===== config.mk =====
export PLATFORM = sky130hd
export DESIGN_NAME = md_stall_ctrl_flat
export DESIGN_NICKNAME = d
export VERILOG_FILES = /design/src/rtl/md_stall_if.sv /design/src/rtl/md_stall_ctrl.sv /design/src/flat_wrapper.sv
export SDC_FILE = /design/constraint.sdc
export NUM_CORES = 1
export LEC_CHECK = 0
export CORE_ASPECT_RATIO = 0.7
export CORE_UTILIZATION = 25
export CTS_BUF_LIST = sky130_fd_sc_hd__clkbuf_4
export DETAILED_ROUTE_END_ITERATION = 6
export DONT_BUFFER_PORTS = 1
export GPL_ROUTABILITY_DRIVEN = 0
export PLACE_DENSITY = 0.38
export SLEW_MARGIN = 20
export SYNTH_ARGS = -nofsm -noshare
export SYNTH_HDL_FRONTEND = slang
export SYNTH_SLANG_ARGS = --single-unit
export TNS_END_PERCENT = 100

===== constraint.sdc =====
create_clock -name clk -period 2.16 [get_ports clk]
set_input_delay 0.216 -clock clk [delete_from_list [all_inputs] [get_ports clk]]
set_output_delay 0.216 -clock clk [all_outputs]
set_load 0.005 [all_outputs]

===== src/rtl/md_stall_if.sv =====
// -----------------------------------------------------------------------------
// md_stall_if
//   Handshake bundle between the pipeline (E/D stage decode and hazard logic)
//   and the multiply/divide stall controller.
//
//   Pipeline -> controller:
//     start_mult    E-stage instruction is mult/multu (valid, not a bubble)
//     start_div     E-stage instruction is div/divu
//     md_use_D      D-stage instruction touches the MDU or HI/LO
//     hazard_stall  stall request from the Tuse/Tnew data-hazard logic
//   Controller -> pipeline:
//     enPC, enD     PC and D-register write enables
//     clrE          E-register synchronous clear (bubble insert)
//     busy          MDU occupied
//     hilo_we       one-cycle HI/LO write strobe on completion
//     md_err        sticky misuse flag
//     stall_cnt     saturating count of stalled cycles
//
//   master: the pipeline side.  slave: the stall controller.
// -----------------------------------------------------------------------------
interface md_stall_if #(
  parameter int PERF_W = 32
);
  logic              start_mult;
  logic              start_div;
  logic              md_use_D;
  logic              hazard_stall;
  logic              enPC;
  logic              enD;
  logic              clrE;
  logic              busy;
  logic              hilo_we;
  logic              md_err;
  logic [PERF_W-1:0] stall_cnt;

  modport master (
    output start_mult,
    output start_div,
    output md_use_D,
    output hazard_stall,
    input  enPC,
    input  enD,
    input  clrE,
    input  busy,
    input  hilo_we,
    input  md_err,
    input  stall_cnt
  );

  modport slave (
    input  start_mult,
    input  start_div,
    input  md_use_D,
    input  hazard_stall,
    output enPC,
    output enD,
    output clrE,
    output busy,
    output hilo_we,
    output md_err,
    output stall_cnt
  );
endinterface


===== src/rtl/md_stall_ctrl.sv =====
// -----------------------------------------------------------------------------
// md_stall_ctrl
//   Sequences the multi-cycle multiply/divide unit that sits beside the E
//   stage. A latency counter tracks occupancy; when it expires a one-cycle
//   HI/LO write strobe is issued. MDU stalls are merged with the Tuse/Tnew
//   hazard stall to produce the pipeline enables, and stalled cycles are
//   counted in a saturating performance counter.
//
// Parameters
//   MULT_LAT  busy cycles for mult/multu (>= 1)
//   DIV_LAT   busy cycles for div/divu   (>= 1)
//   CNT_W     latency counter width, 2**CNT_W > max(MULT_LAT, DIV_LAT)
//   PERF_W    stall counter width (must match the interface PERF_W)
//
// Ports
//   clk    system clock, rising edge
//   reset  asynchronous, active-low reset
//   md     md_stall_if.slave: start_mult, start_div, md_use_D, hazard_stall in;
//          enPC, enD, clrE, busy, hilo_we, md_err, stall_cnt out
// -----------------------------------------------------------------------------
module md_stall_ctrl #(
  parameter int MULT_LAT = 5,
  parameter int DIV_LAT  = 10,
  parameter int CNT_W    = 4,
  parameter int PERF_W   = 32
) (
  input  logic        clk,
  input  logic        reset,
  md_stall_if.slave   md
);

  typedef enum logic {
    IDLE = 1'b0,
    BUSY = 1'b1
  } state_t;

  localparam logic [CNT_W-1:0] MULT_LD = CNT_W'(MULT_LAT);
  localparam logic [CNT_W-1:0] DIV_LD  = CNT_W'(DIV_LAT);
  localparam logic [CNT_W-1:0] CNT_ONE = CNT_W'(1);

  state_t             state_q;
  state_t             state_d;
  logic [CNT_W-1:0]   cnt_q;
  logic [CNT_W-1:0]   cnt_d;
  logic               hilo_we_q;
  logic               hilo_we_d;
  logic               md_err_q;
  logic               md_err_d;
  logic [PERF_W-1:0]  stall_cnt_q;

  logic               busy;
  logic               start_any;
  logic               md_stall;
  logic               stall;
  logic               stall_out;

  // Saturating increment: holds at all-ones instead of wrapping.
  function automatic logic [PERF_W-1:0] sat_inc(input logic [PERF_W-1:0] v);
    logic [PERF_W-1:0] r;
    if (&v) begin
      r = v;
    end else begin
      r = v + PERF_W'(1);
    end
    return r;
  endfunction

  assign busy      = (state_q == BUSY);
  assign start_any = md.start_mult | md.start_div;

  // ---------------------------------------------------------------------------
  // FSM next-state / datapath control
  // ---------------------------------------------------------------------------
  always_comb begin
    state_d   = state_q;
    cnt_d     = cnt_q;
    hilo_we_d = 1'b0;
    md_err_d  = md_err_q;

    case (state_q)
      IDLE: begin
        // div has priority; issuing both together is a decode error
        if (md.start_div) begin
          state_d = BUSY;
          cnt_d   = DIV_LD;
          if (md.start_mult) begin
            md_err_d = 1'b1;
          end
        end else if (md.start_mult) begin
          state_d = BUSY;
          cnt_d   = MULT_LD;
        end
      end

      BUSY: begin
        cnt_d = cnt_q - CNT_ONE;
        // A start while occupied is dropped; latency of the running op holds.
        if (start_any) begin
          md_err_d = 1'b1;
        end
        // Last busy cycle: result lands next cycle, and IDLE there lets a
        // dependent start re-enter BUSY with no gap.
        if (cnt_q == CNT_ONE) begin
          state_d   = IDLE;
          hilo_we_d = 1'b1;
        end
      end

      default: begin
        state_d = IDLE;
      end
    endcase
  end

  // ---------------------------------------------------------------------------
  // State registers
  // ---------------------------------------------------------------------------
  always_ff @(posedge clk or negedge reset) begin
    if (!reset) begin
      state_q   <= IDLE;
      cnt_q     <= '0;
      hilo_we_q <= 1'b0;
      md_err_q  <= 1'b0;
    end else begin
      state_q   <= state_d;
      cnt_q     <= cnt_d;
      hilo_we_q <= hilo_we_d;
      md_err_q  <= md_err_d;
    end
  end

  // ---------------------------------------------------------------------------
  // Stall merge
  // ---------------------------------------------------------------------------
  // The D-stage MDU consumer must wait both while the unit is occupied and in
  // the cycle the E-stage op is being launched (busy is not yet visible).
  assign md_stall  = md.md_use_D & (busy | start_any);
  assign stall     = md.hazard_stall | md_stall;
  // While reset is held the pipeline must free-run, whatever the inputs say.
  assign stall_out = stall & reset;

  always_ff @(posedge clk or negedge reset) begin
    if (!reset) begin
      stall_cnt_q <= '0;
    end else if (stall) begin
      stall_cnt_q <= sat_inc(stall_cnt_q);
    end
  end

  assign md.enPC      = ~stall_out;
  assign md.enD       = ~stall_out;
  assign md.clrE      = stall_out;
  assign md.busy      = busy;
  assign md.hilo_we   = hilo_we_q;
  assign md.md_err    = md_err_q;
  assign md.stall_cnt = stall_cnt_q;

endmodule


===== src/flat_wrapper.sv =====
// flat-port wrapper written by rule: the top's interface ports become plain ports
module md_stall_ctrl_flat 
#(
  parameter int MULT_LAT = 5,
  parameter int DIV_LAT  = 10,
  parameter int CNT_W    = 4,
  parameter int PERF_W   = 32
)
  (clk, reset, md_start_mult, md_start_div, md_md_use_D, md_hazard_stall, md_enPC, md_enD, md_clrE, md_busy, md_hilo_we, md_md_err, md_stall_cnt);
  md_stall_if #(.PERF_W(PERF_W)) md_i ();
  input  logic clk;
  input  logic reset;
  input wire logic [$bits(md_i.start_mult)-1:0] md_start_mult;
  input wire logic [$bits(md_i.start_div)-1:0] md_start_div;
  input wire logic [$bits(md_i.md_use_D)-1:0] md_md_use_D;
  input wire logic [$bits(md_i.hazard_stall)-1:0] md_hazard_stall;
  output wire logic [$bits(md_i.enPC)-1:0] md_enPC;
  output wire logic [$bits(md_i.enD)-1:0] md_enD;
  output wire logic [$bits(md_i.clrE)-1:0] md_clrE;
  output wire logic [$bits(md_i.busy)-1:0] md_busy;
  output wire logic [$bits(md_i.hilo_we)-1:0] md_hilo_we;
  output wire logic [$bits(md_i.md_err)-1:0] md_md_err;
  output wire logic [$bits(md_i.stall_cnt)-1:0] md_stall_cnt;
  assign md_i.start_mult = md_start_mult;
  assign md_i.start_div = md_start_div;
  assign md_i.md_use_D = md_md_use_D;
  assign md_i.hazard_stall = md_hazard_stall;
  assign md_enPC = md_i.enPC;
  assign md_enD = md_i.enD;
  assign md_clrE = md_i.clrE;
  assign md_busy = md_i.busy;
  assign md_hilo_we = md_i.hilo_we;
  assign md_md_err = md_i.md_err;
  assign md_stall_cnt = md_i.stall_cnt;
  md_stall_ctrl #(.MULT_LAT(MULT_LAT), .DIV_LAT(DIV_LAT), .CNT_W(CNT_W), .PERF_W(PERF_W)) u_core (.clk(clk), .reset(reset), .md(md_i));
endmodule

==> results.tsv <==
stage	metric	value	unit
detailed_routing	via_count	1458	
detailed_routing	wl_per_cell	14.8	µm
logic_synthesis	synth_top_area_frac	0.495	
detailed_routing	vias_per_cell	4.58	
grt	grt_max_degree	40	
final_layout	nNetsFinal	229	
clock_network	cts_tree	built	
worst_setup_path	worst_path_max_delay_cell	or4_1	
floorplan	start_util	0.265	
detailed_routing	wirelength	4700	µm
logic_synthesis	yosysWarnings	0	
detailed_routing	first_pass_iters	4	
sta	max_slew_margin	0.704	
worst_setup_path	startpoint_type	flop	
worst_setup_path	cpPeakStageDelay	0.54	ns
floorplan	core_area	0.00745	mm²
logic_synthesis	synthFlopType	dfrtp_1	
grt	gr-total-overflow	0	
sta	skew	0.00931	ns
grt	antenna_found_initial	0	
pwr	powerDensity	798	mW/mm²
logic_synthesis	yosys.area.top_type	dfrtp_1	
worst_setup_path	cp_max_fo	8	
floorplan	die_h	76.3	µm
placement	place_area	0.00223	mm²
worst_setup_path	critPathBufInv	0	
logic_synthesis	synthesis.area	0.00197	mm²
worst_setup_path	cp.arrival	2.28	ns
clock_network	worst_skew_pair.late_latency	0.34	ns
logic_synthesis	synth_nets	203	
detailed_routing	drcViolationCount	0	
logic_synthesis	synth.top_cells.by_count	39 x dfrtp_1, 25 x nand2_1, 18 x xnor2_1, 14 x nor2_1	
logic_synthesis	synth-edff-count	0	
sta	setup_ws	0.155	ns
grt	grt_use_total	0.128	
sta	fmax	499	MHz
logic_synthesis	synth-seq-cells	39	
worst_setup_path	crit_type	reg -> reg	
placement	numPortBuffers	0	
pwr	power.leakage	1.02	nW
flow_run	cap_violations	0	
logic_synthesis	ys_top_cells_by_area	dfrtp_1 49%, xnor2_1 8.0%, xor2_1 5.3%, nand2_1 4.8%, nand4_1 3.2%	
detailed_routing	drtIter0Drc	51	
final_layout	post-route-util	0.311	
sta	worst-slew-pin-transition	0.440	ns
clock_network	cts.clk_slew.worst_paths	0.12	ns
logic_synthesis	synth_area_per_cell	10.2	µm²
sta	min_period_over_period	0.928	
final_layout	area_growth	17.3	%
sta	finalCriticalPeriod	2.01	ns
floorplan	dieWidth	108	µm
sta	setup_viol	0	
clock_network	clock-root-buffer	clkbuf_4	
worst_setup_path	worst-r2r-setup-slack	0.15	ns
final_layout	nFillCells	779	
sta	final-max-slew-violation-count	0	
logic_synthesis	async_flop_share	1.00	
sta	rsz0062_at_grt	yes	
placement	dp_hpwl	3430	µm
clock_network	cts-htree-levels	2	
worst_setup_path	crit_family	simple AND/OR/NAND/NOR gates	
grt	grt_first_pass_wirelength	8070	µm
logic_synthesis	synth_cell_types	37	
outcome	status	complete, no violations	
detailed_routing	antenna_left	0	
final_layout	antennaDiodeCount	0	
sta	finalHoldViolations	0	
worst_setup_path	end_kind	flop	
final_layout	drive_gt1_frac	0.186	
pwr	p_total	1.85	mW
worst_setup_path	required	2.43	ns
logic_synthesis	ys_seq_area_frac	0.495	
worst_setup_path	path_cells	ha_1 -> nand3_1 -> nor4_4 -> nand2_4 -> or4_1 -> a21oi_1	
logic_synthesis	syn_inst	194	
clock_network	cts_buffers	5	
floorplan	pin_count	44	
floorplan	die_area	0.00825	mm²
final_layout	fin_area	0.00231	mm²
grt	grt_pass1_vias	1496	
floorplan	placementRows	26	
worst_hold_path	hold_class	in -> reg	
clock_network	clkSinkCount	39	
logic_synthesis	synth.most_common_cell	dfrtp_1	
placement	place_ws	0.131	ns
clock_network	cts_buffer_depth	2	
pwr	ir_drop	0.392	mV
-- power by group --
group	switching, mW	internal (mW)	total (mW)
clock	0.234	0.116	0.350
sequential	0.145	0.872	1.02
combinational	0.248	0.230	0.478
-- final timing paths --
| check | cells after the start | start | to |
|---|---|---|---|
| worst max-delay path | 6 | u_core.md.stall_cnt[1] | u_core.md.stall_cnt[24] |
| max in group asynchronous | 2 | reset | u_core.md.stall_cnt[1] |
| min in group asynchronous | 2 | reset | u_core.md.stall_cnt[20] |
| worst min register to register | 1 | u_core.md.md_err | u_core.md.md_err |
| worst max register to register | 6 | u_core.md.stall_cnt[1] | u_core.md.stall_cnt[24] |
| worst min-delay path | 2 | md_start_div | u_core.md.md_err |
-- final cells by class --
class	instances	area [µm²]	area share
Timing Repair Buffer	22	180	0.0779
Sequential cell	39	977	0.422
Multi-Input combinational cell	141	946	0.409
Tap cell	98	123	0.0530
Clock inverter	2	8.76	0.00379
Clock buffer	5	37.5	0.0162
Inverter	11	41.3	0.0178
-- cells in the final DEF (no fill, tap or decap), types with 7 or more instances in the layout --
cell     synthesis  routed
a21oi_1          7       7
buf_4            1      20
dfrtp_1         39      38
inv_1           11      11
nand2_1         25      25
nand3_1          9       9
nand4_1         10      10
nor2_1          14      14
nor3_1          12      12
xnor2_1         18      18
xor2_1          12      12
-- logic make-up after synthesis --
family,after synthesis,synth area share
AOI/OAI and AO/OA,19,0.0673
xor gates and xnor gates,30,0.133
adders and majority gates,3,0.0190
buffers and inverters,14,0.0292
DFF,39,0.495
and+or+nand+nor,89,0.256
-- through the flow --
stage / instances / hold WS, ns / TNS (ns)
5_1_grt: 318 / 0.0270 / -0.0105
3_3_place_gp: 309 / -0.0778 / 0
4_1_cts: 318 / 0.0118 / 0
3_5_place_dp: 309 / -0.0776 / 0
2_1_floorplan: 194 / -0.0796 / 0
6_report: 318 / 0.0364 / 0
-- sequential cells by signal, indices dropped and copies added, names as in the netlist --
register             count
u_core.md.stall_cnt     32
u_core.cnt_q             4
u_core.md.busy           1
u_core.md.hilo_we        1
u_core.md.md_err         1
-- routing by layer --
metal  track usage  vias to the layer above  wire (µm)
li1              -                      727          -
met1         0.196                      694       2530
met2         0.165                       35       1830
met3        0.0488                        2        312
met4        0.0288                        0         27
met5             0                        -          0
-- repair_timing --
item                       in CTS  in global routing
buffers inserted                0                  0
setup endpoints to repair       0                  8
resized for setup               0                  2
hold endpoints to repair       39                  0
hold buffers                    2                  0
No activity file was read; power rests on OpenSTA's default activity.
